File: config.mk
export PLATFORM = sky130hd
export DESIGN_NAME = window_buf_mc
export DESIGN_NICKNAME = d
export VERILOG_FILES = /design/src/rtl/npu_win_pkg.sv /design/src/rtl/win_plane.sv /design/src/rtl/window_buf_mc.sv
export SDC_FILE = /design/constraint.sdc
export NUM_CORES = 1
export LEC_CHECK = 0
export BUFFER_PORTS_ARGS = -buffer_cell sky130_fd_sc_hd__buf_4
export CORE_ASPECT_RATIO = 1.1
export CORE_MARGIN = 8
export CORE_UTILIZATION = 30
export CTS_CLUSTER_SIZE = 25
export DETAILED_ROUTE_END_ITERATION = 10
export GPL_TIMING_DRIVEN = 1
export PLACE_DENSITY = 0.48
export SLEW_MARGIN = 20
export SYNTH_ARGS = -nofsm -noshare
export SYNTH_HDL_FRONTEND = slang
export SYNTH_HIERARCHICAL = 1
export SYNTH_SLANG_ARGS = --single-unit
File: constraint.sdc
create_clock -name i_clk -period 4.05 [get_ports i_clk]
set_input_delay 0.81 -clock i_clk [delete_from_list [all_inputs] [get_ports i_clk]]
set_output_delay 0.81 -clock i_clk [all_outputs]
set_load 0.05 [all_outputs]
File: src/rtl/npu_win_pkg.sv
// Shared encodings and helpers for the multi-channel window buffer.
// Mode, FSM state and flat-window offset used by window_buf_mc.
package npu_win_pkg;

    localparam logic WIN_MODE_FULL  = 1'b0;
    localparam logic WIN_MODE_SLIDE = 1'b1;

    typedef enum logic {
        ST_FILL = 1'b0,
        ST_HOLD = 1'b1
    } win_state_e;

    function automatic int win_bit_off(
        input int elem_w,
        input int k,
        input int c,
        input int idx
    );
        return (c * k * k + idx) * elem_w;
    endfunction

endpackage

File: src/rtl/win_plane.sv
// One K x K plane of window elements for a single channel.
// Supports raster writes, row shift-left with right-column load, and clear.
module win_plane
    import npu_win_pkg::*;
#(
    parameter int ELEM_W = 8,
    parameter int K      = 3,
    parameter int ADDR_W = 4
) (
    input  logic                   i_clk,
    input  logic                   i_rst_n,
    input  logic                   i_clear,
    input  logic                   i_we,
    input  logic                   i_shift,
    input  logic [ADDR_W-1:0]      i_idx,
    input  logic [ELEM_W-1:0]      i_data,
    output logic [K*K*ELEM_W-1:0]  o_plane
);

    logic [ELEM_W-1:0] elem_q [K*K];
    logic [ELEM_W-1:0] elem_d [K*K];

    always_comb begin
        elem_d = elem_q;
        if (i_clear) begin
            for (int i = 0; i < K*K; i++) begin
                elem_d[i] = '0;
            end
        end else if (i_we && i_shift) begin
            // i_idx selects the row being slid
            for (int r = 0; r < K; r++) begin
                if (int'(i_idx) == r) begin
                    for (int col = 0; col < K-1; col++) begin
                        elem_d[r*K+col] = elem_q[r*K+col+1];
                    end
                    elem_d[r*K+K-1] = i_data;
                end
            end
        end else if (i_we) begin
            for (int i = 0; i < K*K; i++) begin
                if (int'(i_idx) == i) begin
                    elem_d[i] = i_data;
                end
            end
        end
    end

    always_ff @(posedge i_clk or negedge i_rst_n) begin
        if (!i_rst_n) begin
            for (int i = 0; i < K*K; i++) begin
                elem_q[i] <= '0;
            end
        end else begin
            elem_q <= elem_d;
        end
    end

    for (genvar i = 0; i < K*K; i++) begin : g_out
        assign o_plane[win_bit_off(ELEM_W, K, 0, i) +: ELEM_W] = elem_q[i];
    end

endmodule

File: src/rtl/window_buf_mc.sv
// Multi-channel K x K convolution window buffer with FULL/SLIDE loading,
// valid/ready in and out, and a combinational random-read port.
module window_buf_mc
    import npu_win_pkg::*;
#(
    parameter  int ELEM_W = 8,
    parameter  int K      = 3,
    parameter  int CH     = 2,
    localparam int ADDR_W = (K*K > 1) ? $clog2(K*K) : 1,
    localparam int CH_W   = (CH > 1) ? $clog2(CH) : 1
) (
    input  logic                      i_clk,
    input  logic                      i_rst_n,
    input  logic                      i_clear,
    input  logic                      i_mode,
    input  logic                      s_valid,
    output logic                      s_ready,
    input  logic [CH*ELEM_W-1:0]      s_data,
    output logic                      m_valid,
    input  logic                      m_ready,
    output logic [CH*K*K*ELEM_W-1:0]  o_window,
    output logic                      o_primed,
    input  logic [CH_W-1:0]           i_rd_ch,
    input  logic [ADDR_W-1:0]         i_rd_addr,
    output logic [ELEM_W-1:0]         o_rd_data
);

    win_state_e        state_q, state_d;
    logic [ADDR_W-1:0] cnt_q, cnt_d;
    logic              mode_q, mode_d;
    logic              primed_q, primed_d;

    logic accept;
    logic eff_mode;
    logic last_beat;

    assign accept   = s_valid && s_ready && !i_clear;
    // A SLIDE is only meaningful once a full window has been loaded
    assign eff_mode = (cnt_q == '0) ? (i_mode & primed_q) : mode_q;
    assign last_beat = (eff_mode == WIN_MODE_SLIDE) ?
                       (cnt_q == ADDR_W'(K-1)) :
                       (cnt_q == ADDR_W'(K*K-1));

    always_comb begin
        state_d  = state_q;
        cnt_d    = cnt_q;
        mode_d   = mode_q;
        primed_d = primed_q;
        s_ready  = (state_q == ST_FILL);
        m_valid  = (state_q == ST_HOLD);
        if (i_clear) begin
            state_d  = ST_FILL;
            cnt_d    = '0;
            mode_d   = WIN_MODE_FULL;
            primed_d = 1'b0;
        end else begin
            unique case (state_q)
                ST_FILL: begin
                    if (accept) begin
                        mode_d = eff_mode;
                        if (last_beat) begin
                            cnt_d   = '0;
                            state_d = ST_HOLD;
                            if (eff_mode == WIN_MODE_FULL) begin
                                primed_d = 1'b1;
                            end
                        end else begin
                            cnt_d = cnt_q + ADDR_W'(1);
                        end
                    end
                end
                ST_HOLD: begin
                    if (m_ready) begin
                        state_d = ST_FILL;
                    end
                end
                default: state_d = ST_FILL;
            endcase
        end
    end

    always_ff @(posedge i_clk or negedge i_rst_n) begin
        if (!i_rst_n) begin
            state_q  <= ST_FILL;
            cnt_q    <= '0;
            mode_q   <= WIN_MODE_FULL;
            primed_q <= 1'b0;
        end else begin
            state_q  <= state_d;
            cnt_q    <= cnt_d;
            mode_q   <= mode_d;
            primed_q <= primed_d;
        end
    end

    assign o_primed = primed_q;

    for (genvar c = 0; c < CH; c++) begin : g_plane
        win_plane #(
            .ELEM_W (ELEM_W),
            .K      (K),
            .ADDR_W (ADDR_W)
        ) u_plane (
            .i_clk   (i_clk),
            .i_rst_n (i_rst_n),
            .i_clear (i_clear),
            .i_we    (accept),
            .i_shift (eff_mode),
            .i_idx   (cnt_q),
            .i_data  (s_data[c*ELEM_W +: ELEM_W]),
            .o_plane (o_window[c*K*K*ELEM_W +: K*K*ELEM_W])
        );
    end

    // Out-of-range channel or index falls through to zero
    always_comb begin
        o_rd_data = '0;
        for (int c = 0; c < CH; c++) begin
            for (int i = 0; i < K*K; i++) begin
                if (int'(i_rd_ch) == c && int'(i_rd_addr) == i) begin
                    o_rd_data = o_window[win_bit_off(ELEM_W, K, c, i) +: ELEM_W];
                end
            end
        end
    end

endmodule

== Word level (Yosys, flattened, before mapping) ==
Cells that the tools add are included.

* Register bits after elaboration: 151
* Input bits: 27
* Output and inout bits: 155
* Logic and storage cells: 164

* $add $sub $neg: 1
* Equality and inequality tests: 24
* Muxes and demuxes: 67
* Bitwise gates (word level): 3
* Reduce and logical (&&, ||, !) cells: 47

{| class="wikitable"
|+ Operators by type and width
! kind !! count
|-
| $mux W72 || 6
|-
| $mux W8 || 36
|-
| $mux W24 || 6
|-
| $eq A4 B4 Y1 const B || 11
|-
| $reduce_and A3 Y1 || 9
|-
| $reduce_bool A3 Y1 || 9
|-
| $logic_and A1 B1 Y1 || 21
|-
| $eq A4 B3 Y1 const B || 4
|-
| $mux W4 || 4
|-
| $mux W1 || 14
|-
| $eq A4 B2 Y1 const B || 3
|-
| $logic_not A4 Y1 || 3
|-
| $ne A3 B3 Y1 const B || 4
|-
| $add A4 B1 Y4 const B || 1
|-
| $ne A2 B2 Y1 const B || 2
|-
| $reduce_and A4 Y1 || 1
|-
| $reduce_bool A2 Y1 || 2
|-
| $not A1 Y1 || 2
|-
| $pmux W1 S2 || 1
|-
| $reduce_and A2 Y1 || 1
|-
| $and A1 B1 Y1 || 1
|-
| $logic_not A1 Y1 || 1
|}

== Logic depth before layout (Yosys ltp) ==
Gate-level depths: netlist of the first run.

* Depth in word-level cells: 20
* Gate-level depth with buffers: 11

== Cells and area by module ==
The synthesis of the first run kept the hierarchy.

{| class="wikitable"
|+ Modules (own cells, without submodules)
! module !! times used !! cells an instance !! area an instance (µm²)
|-
| win_plane || 2 || 369 || 3632.2
|-
| window_buf_mc || 1 || 339 || 2260.9
|}

== Least setup slack after synthesis of the first run ==
No wires, ideal clock.

* Path type: input -> output
* Start: input port i_rd_addr[2]
* End: output port o_rd_data[1]
* Data arrival time: 2.882 ns
* Setup slack: 0.358 ns
* Stages on the path: 8
* Cell sequence: buf_4 > buf_2 > nor2b_1 > o21ai_0 > o311ai_1 > a31oi_1 > a221oi_1 > o31ai_1

* Cells in the longest elaborated chain, start to end: 20
* Elaborated cells on any way between the ends: 45

{| class="wikitable"
|+ RTL lines
! element !! RTL line !! RTL
|-
| start: declaration || window_buf_mc.sv:24 || <nowiki>input logic [ADDR_W-1:0] i_rd_addr,</nowiki>
|-
| $logic_not A4 Y1 || window_buf_mc.sv:120 || <nowiki>if (int'(i_rd_ch) == c && int'(i_rd_addr) == i) begin</nowiki>
|-
| $logic_and A1 B1 Y1 || window_buf_mc.sv:120 ||
|-
| $mux W8 (17 in a row) || window_buf_mc.sv:120 ||
|-
| $mux W8 * || window_buf_mc.sv:120 ||
|-
| end: declaration || window_buf_mc.sv:25 || <nowiki>output logic [ELEM_W-1:0] o_rd_data</nowiki>
|}

Every way passes the cells marked *; elsewhere a longest branch is shown, timed or not.

== Final worst setup path of the first run ==
* Start: input port i_rd_addr[1]
* End: output port o_rd_data[2]

Same word-level chain as after synthesis.

==> results of run 1 <==
[flip-flops by register name, summed over array words and instances, names as in the netlist]
name and count:
o_primed 1, m_valid 1, g_plane.u_plane/o_plane 144, mode_q 1
cnt_q 4
[cell usage in the layout, fill, tap and decap left out, types with 18 or more instances in the layout]
cell	netlist	final
a211oi_1	56	56
dfrtp_1	151	151
nand3_1	30	30
o31ai_1	18	18
a21oi_1	159	159
o211ai_1	25	25
mux2i_1	84	84
and3_1	34	34
nand2_1	106	106
nor2_1	31	30
buf_4	7	221
o21ai_0	73	73
[stage by stage]
stage                     utilization  std cells  instance area (µm²)  hold slack (ps)
after floorplan                     -       1077                 9530              514
final                           0.378       1650                11800              446
after global routing            0.378       1650                11800              518
after global placement          0.360       1619                11300              523
after detailed placement        0.360       1619                11300              528
after CTS                       0.378       1650                11800              490
[worst max-delay path: stages]
cell and delay [ps]:
buf_4 430, nor2b_1 210, nand2_1 240, o21ai_0 130, a221oi_1 310, o211ai_1 220, a41oi_1 280, buf_4 250
[Yosys cell counts, drive strengths merged (3+ instances only)]
cell type | count | share of area
a21oi | 159 | 0.084
dfrtp | 151 | 0.40
nand2 | 108 | 0.044
mux2i | 84 | 0.088
o21ai | 78 | 0.042
clkbuf | 65 | 0.026
a211oi | 56 | 0.044
buf | 36 | 0.026
and3 | 34 | 0.022
nor2 | 33 | 0.014
nand3 | 30 | 0.016
o211ai | 25 | 0.020
o31ai | 18 | 0.014
inv | 17 | 0.0067
a21boi | 16 | 0.013
nand2b | 13 | 0.0085
nor3 | 13 | 0.0074
nor2b | 12 | 0.0079
and2 | 11 | 0.0072
a31oi | 10 | 0.0066
o22ai | 9 | 0.0059
nor3b | 8 | 0.0068
xor2 | 6 | 0.0055
a32oi | 5 | 0.0046
and3b | 5 | 0.0046
o21a | 5 | 0.0039
a2111oi | 4 | 0.0083
a221oi | 4 | 0.0037
a22oi | 4 | 0.0032
and4bb | 4 | 0.0053
nor4b | 4 | 0.0063
o2111ai | 4 | 0.0050
o32ai | 4 | 0.0037
mux2 | 3 | 0.0035
nor4 | 3 | 0.0020
o221ai | 3 | 0.0028
xnor2 | 3 | 0.0028
[power groups by stage]
stage	clock network (mW)	registers [mW]	logic (mW)
final	1.62	1.60	0.686
after global routing	1.71	1.60	0.733
after CTS	1.65	1.60	0.685
after detailed placement	0	1.62	0.683
after global placement	0	1.62	0.681
after floorplan	0	1.70	0.325
[layout make-up]
cell class	count	area (µm²)	share of cell area
Multi-Input combinational cell	808	5200	0.440
Sequential cell	151	3780	0.319
Timing Repair Buffer	223	1690	0.143
Tap cell	420	526	0.0444
Clock buffer	19	443	0.0374
Clock inverter	12	128	0.0108
Inverter	17	63.8	0.00540
[per-layer routing]
| metal | GRT usage | share of wire | vias to the layer above |
|---|---|---|---|
| li1 | - | - | 4288 |
| met5 | 0 | 0 | - |
| met1 | 0.298 | 0.42 | 4829 |
| met2 | 0.368 | 0.47 | 440 |
| met4 | 0.0758 | 0.030 | 0 |
| met3 | 0.0461 | 0.077 | 60 |
[worst min-delay path by stage]
stage	startpoint	to	slack (ps)	cells after the start
5_1_grt	i_rst_n	g_plane[1].u_plane/o_plane[70]	520	1
2_1_floorplan	i_rst_n	cnt_q[0]	510	0
6_report	i_rst_n	g_plane[1].u_plane/o_plane[70]	450	1
4_1_cts	i_rst_n	g_plane[1].u_plane/o_plane[70]	490	1
3_3_place_gp	o_primed	o_primed	520	2
3_5_place_dp	o_primed	o_primed	530	2
[kinds of logic (layout without fill, tap and decap cells)]
logic type	Yosys count	count (layout)	synth area share
buf+inv	118	271	0.0583
simple gates	291	291	0.162
xor+xnor	9	9	0.00828
compound gates	418	418	0.277
mux	88	88	0.0942
fa+ha+maj	2	2	0.00263
flops	151	151	0.397
==> reports/qor.txt, run 1 <==
Post-Syn Nets - 1,106
Syn. warnings - 6
Critical path peak fanout - 44
First-pass detailed-route iteration total - 5
Max Transition Viols Final - 0
IO Count - 182
Hold-fix buffers, CTS - 0
Synthesized cell area - 0.00953 mm²
Reg2reg start - m_valid
WP data required - 3240 ps
CTS Buffer Depth - 2
Pin count of the biggest net entering global routing - 87
Die X - 186 µm
Clock share of power - 0.416
Slew @ Worst Pin - 1150 ps
Critical path class - input pin to output port
Period minus WS final - 3700 ps
# fillers - 3,274
Routed len/inst - 26.6 µm
H-tree levels - 4
Max-cap violations - 0
CP endpoint kind - output port
Grt ovf - 0
Die area - 0.0377 mm²
DRC - 0
Sequential Power Share - 0.409
Antenna cells - 0
Static Leak - 5.39 nW
Final WL - 43.8 mm
Initial Util - 0.304
Reg2Reg Depth - 7
Sw Share - 0.320
Fin. Hold Viols - 0
PwrDens - 330 mW/mm²
Syn-to-layout area delta - 24.2%
Peak Freq - 0.270 GHz
Async S/R FF share, synth - 1.00
Register-to-Register Setup Slack - 900 ps
Layout cells sized above 1 - 0.232
Detail Placement HPWL - 32.1 mm
Die H - 203 µm
First-pass GRT wire length - 64.6 mm
Post-Place Setup Slack - 349 ps
TritonCTS buffer count - 17
CTS resizes - 0
Clock sink count - 151
Crit path DAT - 2890 ps
Via count - 9,617
Worst-Skew Late Latency - 430 ps
# rows - 68
Total track usage - 0.228
RSZ-0062 raised after global routing - false
Register area share after synthesis - 0.397
Buffer count from post-CTS setup fixing - 0
Post-synth EDFFs - 0
Seq cells post-synth - 151
Crit path launch type - input pin
Setup Viol. Count Final - 0
Count of different cell masters after synthesis - 73
Main synth FF type - dfrtp_1
CTS tree - done
Vias in the first global route - 9,550
Port buffer count - 181
Final WS setup - 351 ps
Logic pwr share - 0.176
Core Region - 0.0313 mm²
Initial DRC count - 906
P_int - 2.65 mW
Total Power - 3.91 mW
Sw power - 1.25 mW
Clock Skew - 12.8 ps
Status - completed
Syn_area_per_cell - 8.84 µm²
Reg2reg end - g_plane[1].u_plane/o_plane[47]
Antenna-violating nets left - 0
Antenna violations before repair - 0
CTS root buf - clkbuf_16
Clock Pin Slew Worst Setup and Hold Paths - 70 ps
Crit share post-route - 0.913
CP endpoint - o_rd_data[2]
Setup_tns - 0 ps
DR vias/cell - 5.83
Syn Inst Count - 1,077
Final Net Count - 1,247
Final Wtd Congestion - 0.929
CP Launch Point - i_rd_addr[1]
Path type of the worst min-delay path - input pin to asynchronous set/reset pin
Max transition margin - 0.228
Peak supply drop - 0.229 mV
Note: power is estimated with default switching activity, not from simulation.
==> run 2: changes to the inputs <==
--- a/config.mk
+++ b/config.mk
@@ -5,6 +5,7 @@
 export SDC_FILE = /design/constraint.sdc
 export NUM_CORES = 1
 export LEC_CHECK = 0
+export ABC_AREA = 1
 export BUFFER_PORTS_ARGS = -buffer_cell sky130_fd_sc_hd__buf_4
 export CORE_ASPECT_RATIO = 1.1
 export CORE_MARGIN = 8
==> run 2 against run 1 <==
Compared with the run above:
- clock skew decreased by 5.8 ps
- critical path depth increased by 5
- routed wire length down 11%
- clock power is essentially flat
- largest power group is now combinational logic
- synthesized area fell by 4.9%
- global-route usage down 1.2 points
- design area shrank 4.2%
- power grew 90%
- final cell count is 13% higher
==> reports/qor.txt, run 2 <==
Total track usage - 0.216 (-0.0122)
Worst-Skew Late Latency - 440 ps (about the same)
Area occupied by multi-input gates - 0.00470 mm² (-9.7%)
Hold-fix buffers, CTS - 0 (unchanged)
Register area share after synthesis - 0.417 (+0.0206)
Core Region - 0.0296 mm² (-5.3%)
Main synth FF type - dfrtp_1
WL met1 - 17.1 mm (-7.1%)
Clock Skew - 6.94 ps (-5.83 ps)
Max Transition Viols Final - 0 (unchanged)
Crit share post-route - 0.896 (-0.0174)
Slew @ Worst Pin - 834 ps (-314 ps)
Commonest cells in the netlist - nand2_1 (646), dfrtp_1 (151), nand4_1 (142)
Syn-to-layout area delta - 25.1%
Antenna cells - 0 (unchanged)
Register-to-Register Setup Slack - 1000 ps (+100 ps)
Reg2reg start - cnt_q[0]
CTS tree - done
Critical path's largest stage delay - 450 ps (+20 ps)
Initial Util - 0.305 (+0.00125)
Final Net Count - 1,504 (+21%)
WP data required - 3240 ps (about the same)
H-tree levels - 4 (unchanged)
Met3 wire length - 2.47 mm (-26%)
Post-Syn Nets - 1,333 (+21%)
Largest register FFs - 144 (unchanged)
Initial DRC count - 1,004 (+11%)
Slowest CP cell - inv_2
Most common cell after layout, fill and taps aside - nand2_1
Worst-path cell chain - buf_4 -> inv_2 -> nand3_1 -> inv_1 -> nand2_1 -> nand4_1 -> nor2_1 -> nand4_1 -> nand2_1 -> nand4_1 -> nand2_1 -> nand3_1 -> buf_4
Antenna violations before repair - 0 (unchanged)
Setup_tns - 0 ps (unchanged)
Peak Freq - 0.276 GHz (+1.9%)
Reg2reg end - g_plane[0].u_plane/o_plane[14]
Vias in the first global route - 9,608 (+0.61%)
Top cell family by delay on the critical path - buffers and inverters
IO Count - 182 (unchanged)
Highest routed layer - met4
Peak supply drop - 0.280 mV (+22%)
Static Leak - 6.15 nW (+14%)
Die area - 0.0360 mm² (-4.5%)
Post-synth EDFFs - 0 (unchanged)
Most frequent cells in the layout - nand2_1 (646), buf_4 (191), dfrtp_1 (151), nand4_1 (142), inv_1 (76)
Count leader, synth - nand2_1
Synthesized cell area - 0.00906 mm² (-4.9%)
Final Wtd Congestion - 0.909 (-2.1%)
Setup Viol. Count Final - 0 (unchanged)
Critical path class - input pin to output port
Buffer count from post-CTS setup fixing - 0 (unchanged)
Max transition margin - 0.442 (+0.214)
First-pass GRT wire length - 59.8 mm (-7.4%)
Post-Place Setup Slack - 442 ps (+93.4 ps)
Crit path launch type - input pin
Status - completed
Async S/R FF share, synth - 1.00 (unchanged)
Syn. warnings - 6 (unchanged)
# fillers - 3,208 (-2.0%)
RSZ-0062 raised after global routing - false
Port buffer count - 181 (unchanged)
CTS Buffer Depth - 2 (unchanged)
Bufs and invs on worst path - 4 (+2)
Layout cells sized above 1 - 0.197 (-0.0348)
CP endpoint kind - output port
Fin. Hold Viols - 0 (unchanged)
Clock Pin Slew Worst Setup and Hold Paths - 60 ps (about the same)
Seq cells post-synth - 151 (unchanged)
Path type of the worst min-delay path - input pin to asynchronous set/reset pin
Clock sink count - 151 (unchanged)
Share of the synthesized area in the top cell type - 0.417 (+0.0206)
Syn_area_per_cell - 6.94 µm² (-21%)
Antenna-violating nets left - 0 (unchanged)
Detail Placement HPWL - 29.0 mm (-9.7%)
Grt ovf - 0 (unchanged)
Syn Inst Count - 1,304 (+21%)
Count of different cell masters after synthesis - 33 (-55%)
Fin util - 0.382 (+0.00441)
Final WL - 38.9 mm (-11%)
Crit path DAT - 2820 ps (-70 ps)
Critical path peak fanout - 32 (-27%)
Die X - 182 µm (-2.3%)
First-pass detailed-route iteration total - 5 (unchanged)
# rows - 66 (-2.9%)
Pin count of the biggest net entering global routing - 75 (-14%)
Met2 wire length - 18.0 mm (-13%)
Max-cap violations - 0 (unchanged)
Routed len/inst - 20.9 µm (-21%)
TritonCTS buffer count - 17 (unchanged)
Synth area leader - dfrtp_1
CTS root buf - clkbuf_16
Synth area leaders - dfrtp_1 (42%), nand2_1 (27%), nand4_1 (9.8%), nand3_1 (3.8%), inv_1 (3.2%)
Via count - 9,620 (+0.031%)
DRC - 0 (unchanged)
PwrDens - 656 mW/mm² (+99%)
Final WS setup - 422 ps (+70.6 ps)
Die H - 198 µm (-2.3%)
Reg2Reg Depth - 11 (+4)
Sequential cell area - 0.00378 mm² (unchanged)
Period minus WS final - 3630 ps (-70.6 ps)
DR vias/cell - 5.17 (-11%)
CTS resizes - 0 (unchanged)
[run 2: cell count changes after synthesis, moves of 25 or more]
cell      change
a21oi_1     -144
nor2_1       +42
mux2i_1      -84
a211oi_1     -56
nand2_1     +540
nand3_1      +39
and3_1       -34
clkbuf_1     -65
o21ai_0      -65
inv_1        +62
nand4_1     +142
o211ai_1     -25
[run 2: metrics by stage]
stage,cell area (µm²),instances,hold WS [ps],total power [mW]
after floorplan,9060,1304,514,4.50
after global placement,10700,1830,455,5.83
after detailed placement,10700,1830,466,5.83
after CTS,11300,1862,442,7.49
after global routing,11300,1862,444,7.79
final,11300,1862,398,7.44
[run 2: final cells by class]
| cell class | count | share of cell area |
|---|---|---|
| multi-input cells | 1028 | 0.414 |
| flip-flops and latches | 151 | 0.334 |
| repair buffers | 194 | 0.131 |
| well taps | 374 | 0.0413 |
| clock buffers | 18 | 0.0388 |
| inverters | 83 | 0.0275 |
| clock inverters | 14 | 0.0134 |
[run 2: cells by family after synthesis]
group | count (synthesis) | synth area share
AO/OA/AOI/OAI | 30 | 0.0209
XOR/XNOR | 2 | 0.00193
adder cells (fa/ha/maj) | 2 | 0.00276
buffers and inverters | 125 | 0.0642
flip-flops | 151 | 0.417
AND/OR/NAND/NOR | 994 | 0.493
[run 2: worst reg2reg max path, cell delays in order (launching register included)]
cell	delay [ps]
dfrtp_1	550
inv_1	140
ha_1	210
nor3b_1	150
nand2_1	70
o21a_1	380
nand2_2	260
nor2_8	230
buf_4	440
a21boi_2	310
nand3_1	150
nand2_1	60
[run 2: how the worst max path moves through the flow]
stage               cells after the start    start           end
CTS                                    13  i_rd_ch  o_rd_data[0]
detailed placement                     13  i_rd_ch  o_rd_data[0]
global placement                       13  i_rd_ch  o_rd_data[0]
global route                           13  i_rd_ch  o_rd_data[0]
finish                                 13  i_rd_ch  o_rd_data[0]
floorplan                              13  i_rd_ch  o_rd_data[1]
[run 2: power by group]
part | leakage [nW] | internal (mW) | switching, mW
Combinational | 3.89 | 0.838 | 2.45
Sequential | 1.98 | 1.88 | 0.628
Clock | 0.286 | 0.928 | 0.706
Total | 6.15 | 3.65 | 3.79
[run 2: layer usage]
layer | global-route usage | up-vias
li1 | - | 4599
met1 | 0.279 | 4592
met2 | 0.349 | 363
met3 | 0.0420 | 66
met4 | 0.0881 | 0
met5 | 0 | -
==> run 3: changes to the inputs <==
==> constraint.sdc (replaced) <==
create_clock -name i_clk -period 3.75 [get_ports i_clk]
set_input_delay 0.75 -clock i_clk [delete_from_list [all_inputs] [get_ports i_clk]]
set_output_delay 0.75 -clock i_clk [all_outputs]
set_load 0.05 [all_outputs]
==> run 3 against run 2 <==
Compared with the run above:
- clock-buffer cell count up 1
- sequential cell count unchanged
- critical path type unchanged
- largest power group unchanged
- first-iteration DRC count down 5.6%
- core utilization up 0.072 points
- sequential share of layout area down 0.063 points
- non-clock buffer count up 6
- design area up 0.19%
- die area unchanged
- critical path depth down 4
- worst hold slack worse by 56 ps
- final cell count up 0.32%
==> reports/qor.txt, run 3 (synthesis results as in run 2) <==
# rows - 66 (unchanged)
Max-cap violations - 0 (unchanged)
Via count - 9,662 (+0.44%)
Grt ovf - 0 (unchanged)
CP endpoint kind - output port
Antenna violations before repair - 0 (unchanged)
DRC - 0 (unchanged)
IO Count - 182 (unchanged)
Core Region - 0.0296 mm² (unchanged)
Buffer count from post-CTS setup fixing - 0 (unchanged)
Setup Viol. Count Final - 0 (unchanged)
Most frequent cells in the layout - nand2_1 (646), buf_4 (198), dfrtp_1 (151), nand4_1 (142), inv_1 (76)
Critical path class - input pin to output port
Static Leak - 6.16 nW (+0.13%)
Final Net Count - 1,510 (+0.40%)
Clock Pin Slew Worst Setup and Hold Paths - 60 ps (about the same)
CTS Buffer Depth - 2 (unchanged)
Port buffer count - 181 (unchanged)
Setup_tns - 0 ps (unchanged)
Total track usage - 0.215 (-0.000556)
Final WL - 38.9 mm (about the same)
Crit share post-route - 0.922
Initial Util - 0.305 (unchanged)
Syn-to-layout area delta - 25.3%
Max Transition Viols Final - 0 (unchanged)
Antenna-violating nets left - 0 (unchanged)
Die H - 198 µm (unchanged)
Max transition margin - 0.395 (-0.0464)
Final Wtd Congestion - 0.886 (-2.5%)
Crit path DAT - 2710 ps (-110 ps)
Initial DRC count - 948 (-5.6%)
Die area - 0.0360 mm² (unchanged)
Hold Slack - 342 ps (-56.0 ps)
Path type of the worst min-delay path - input pin to asynchronous set/reset pin
Peak Freq - 0.289 GHz
Critical path's largest stage delay - 700 ps (+250 ps)
PwrDens - 708 mW/mm² (+7.9%)
Clock sink count - 151 (unchanged)
Hold-fix buffers, CTS - 0 (unchanged)
Post-Place Setup Slack - 223 ps (-219 ps)
RSZ-0062 raised after global routing - false
DR vias/cell - 5.17 (+0.11%)
CTS resizes - 0 (unchanged)
Worst-path cell chain - buf_4 -> inv_2 -> buf_4 -> nor2_1 -> a21oi_1 -> nand4_1 -> nand2_1 -> nand3_1 -> buf_4
Crit path launch type - input pin
Crit-path most repeated cell - buf_4
First-pass GRT wire length - 59.6 mm (-0.32%)
WP data required - 3000 ps (-240 ps)
CTS root buf - clkbuf_16
Vias in the first global route - 9,331 (-2.9%)
Final WS setup - 292 ps (-130 ps)
First-pass detailed-route iteration total - 5 (unchanged)
Fin util - 0.383 (+0.000718)
Slowest CP cell - nor2_1
Period minus WS final - 3460 ps
Routed len/inst - 20.8 µm (-0.34%)
Top cell family by delay on the critical path - simple AND/OR/NAND/NOR gates
Layout cells sized above 1 - 0.199 (+0.00189)
Clock Skew - 9.04 ps (+2.10 ps)
Worst-Skew Late Latency - 440 ps (about the same)
CTS tree - done
TritonCTS buffer count - 17 (unchanged)
Pin count of the biggest net entering global routing - 69 (-8.0%)
Peak supply drop - 0.306 mV (+9.3%)
Most common cell after layout, fill and taps aside - nand2_1
Antenna cells - 0 (unchanged)
Largest register FFs - 144 (unchanged)
Bufs and invs on worst path - 4 (unchanged)
Die X - 182 µm (unchanged)
Status - completed
Critical path peak fanout - 26 (-19%)
Slew @ Worst Pin - 904 ps (+69.3 ps)
Fin. Hold Viols - 0 (unchanged)
Detail Placement HPWL - 28.8 mm (-0.46%)
H-tree levels - 4 (unchanged)
-- run 3: changes by cell type in the layout (fill, tap and decap cells not counted), sizes merged --
cell      previous run  this run
clkbuf              18        19
clkinv              12         5
buf                194       200
inv                 81        84
clkinvlp             2         5
-- run 3: area by class of cell --
cell class / instances / area, µm²
flip-flops and latches: 151 / 3780
clock buffers: 19 / 433
multi-input cells: 1028 / 4700
fillers: 3169 / 18300
well taps: 374 / 468
inverters: 83 / 312
clock inverters: 13 / 146
repair buffers: 200 / 1520
-- run 3: metrics by stage --
stage,power (mW),std cells,instance area [µm²]
2_1_floorplan,4.87,1304,9060
3_3_place_gp,6.30,1834,10800
3_5_place_dp,6.31,1834,10800
4_1_cts,8.08,1866,11300
5_1_grt,8.42,1868,11400
6_report,8.04,1868,11400
-- run 3: power breakdown --
part	internal, mW	switching, mW
sequential	2.03	0.677
combinational	0.917	2.65
clock	0.988	0.772
total	3.94	4.10
-- run 3: final timing paths --
path                                from                             end  slack (ps)  cells past startpoint
worst min register to register   m_valid                         m_valid         470                      1
worst min-delay path             i_rst_n   g_plane[0].u_plane/o_plane[5]         340                      1
worst max register to register  cnt_q[0]  g_plane[1].u_plane/o_plane[53]         720                     11
min in group i_clk               m_valid                         m_valid         470                      1
max in group asynchronous        i_rst_n  g_plane[1].u_plane/o_plane[28]        2470                      2
worst max-delay path             i_rd_ch                    o_rd_data[4]         290                      9
-- run 3: per-layer routing --
metal	vias to the layer above	GRT usage	wire length (µm)
li1	4597	-	-
met1	4650	0.285	17300
met2	362	0.341	18100
met3	53	0.0438	2320
met4	0	0.0811	1110
met5	-	0	0
-- run 3: worst reg2reg max path: stages, from the launching register on --
cell,delay (ps)
dfrtp_1,550
inv_1,140
ha_1,210
nor3b_1,140
nand2_1,70
o21a_1,170
nand2_2,190
nor2_8,450
nand2_2,480
nand3_2,390
nand2_1,90
nand2_1,80
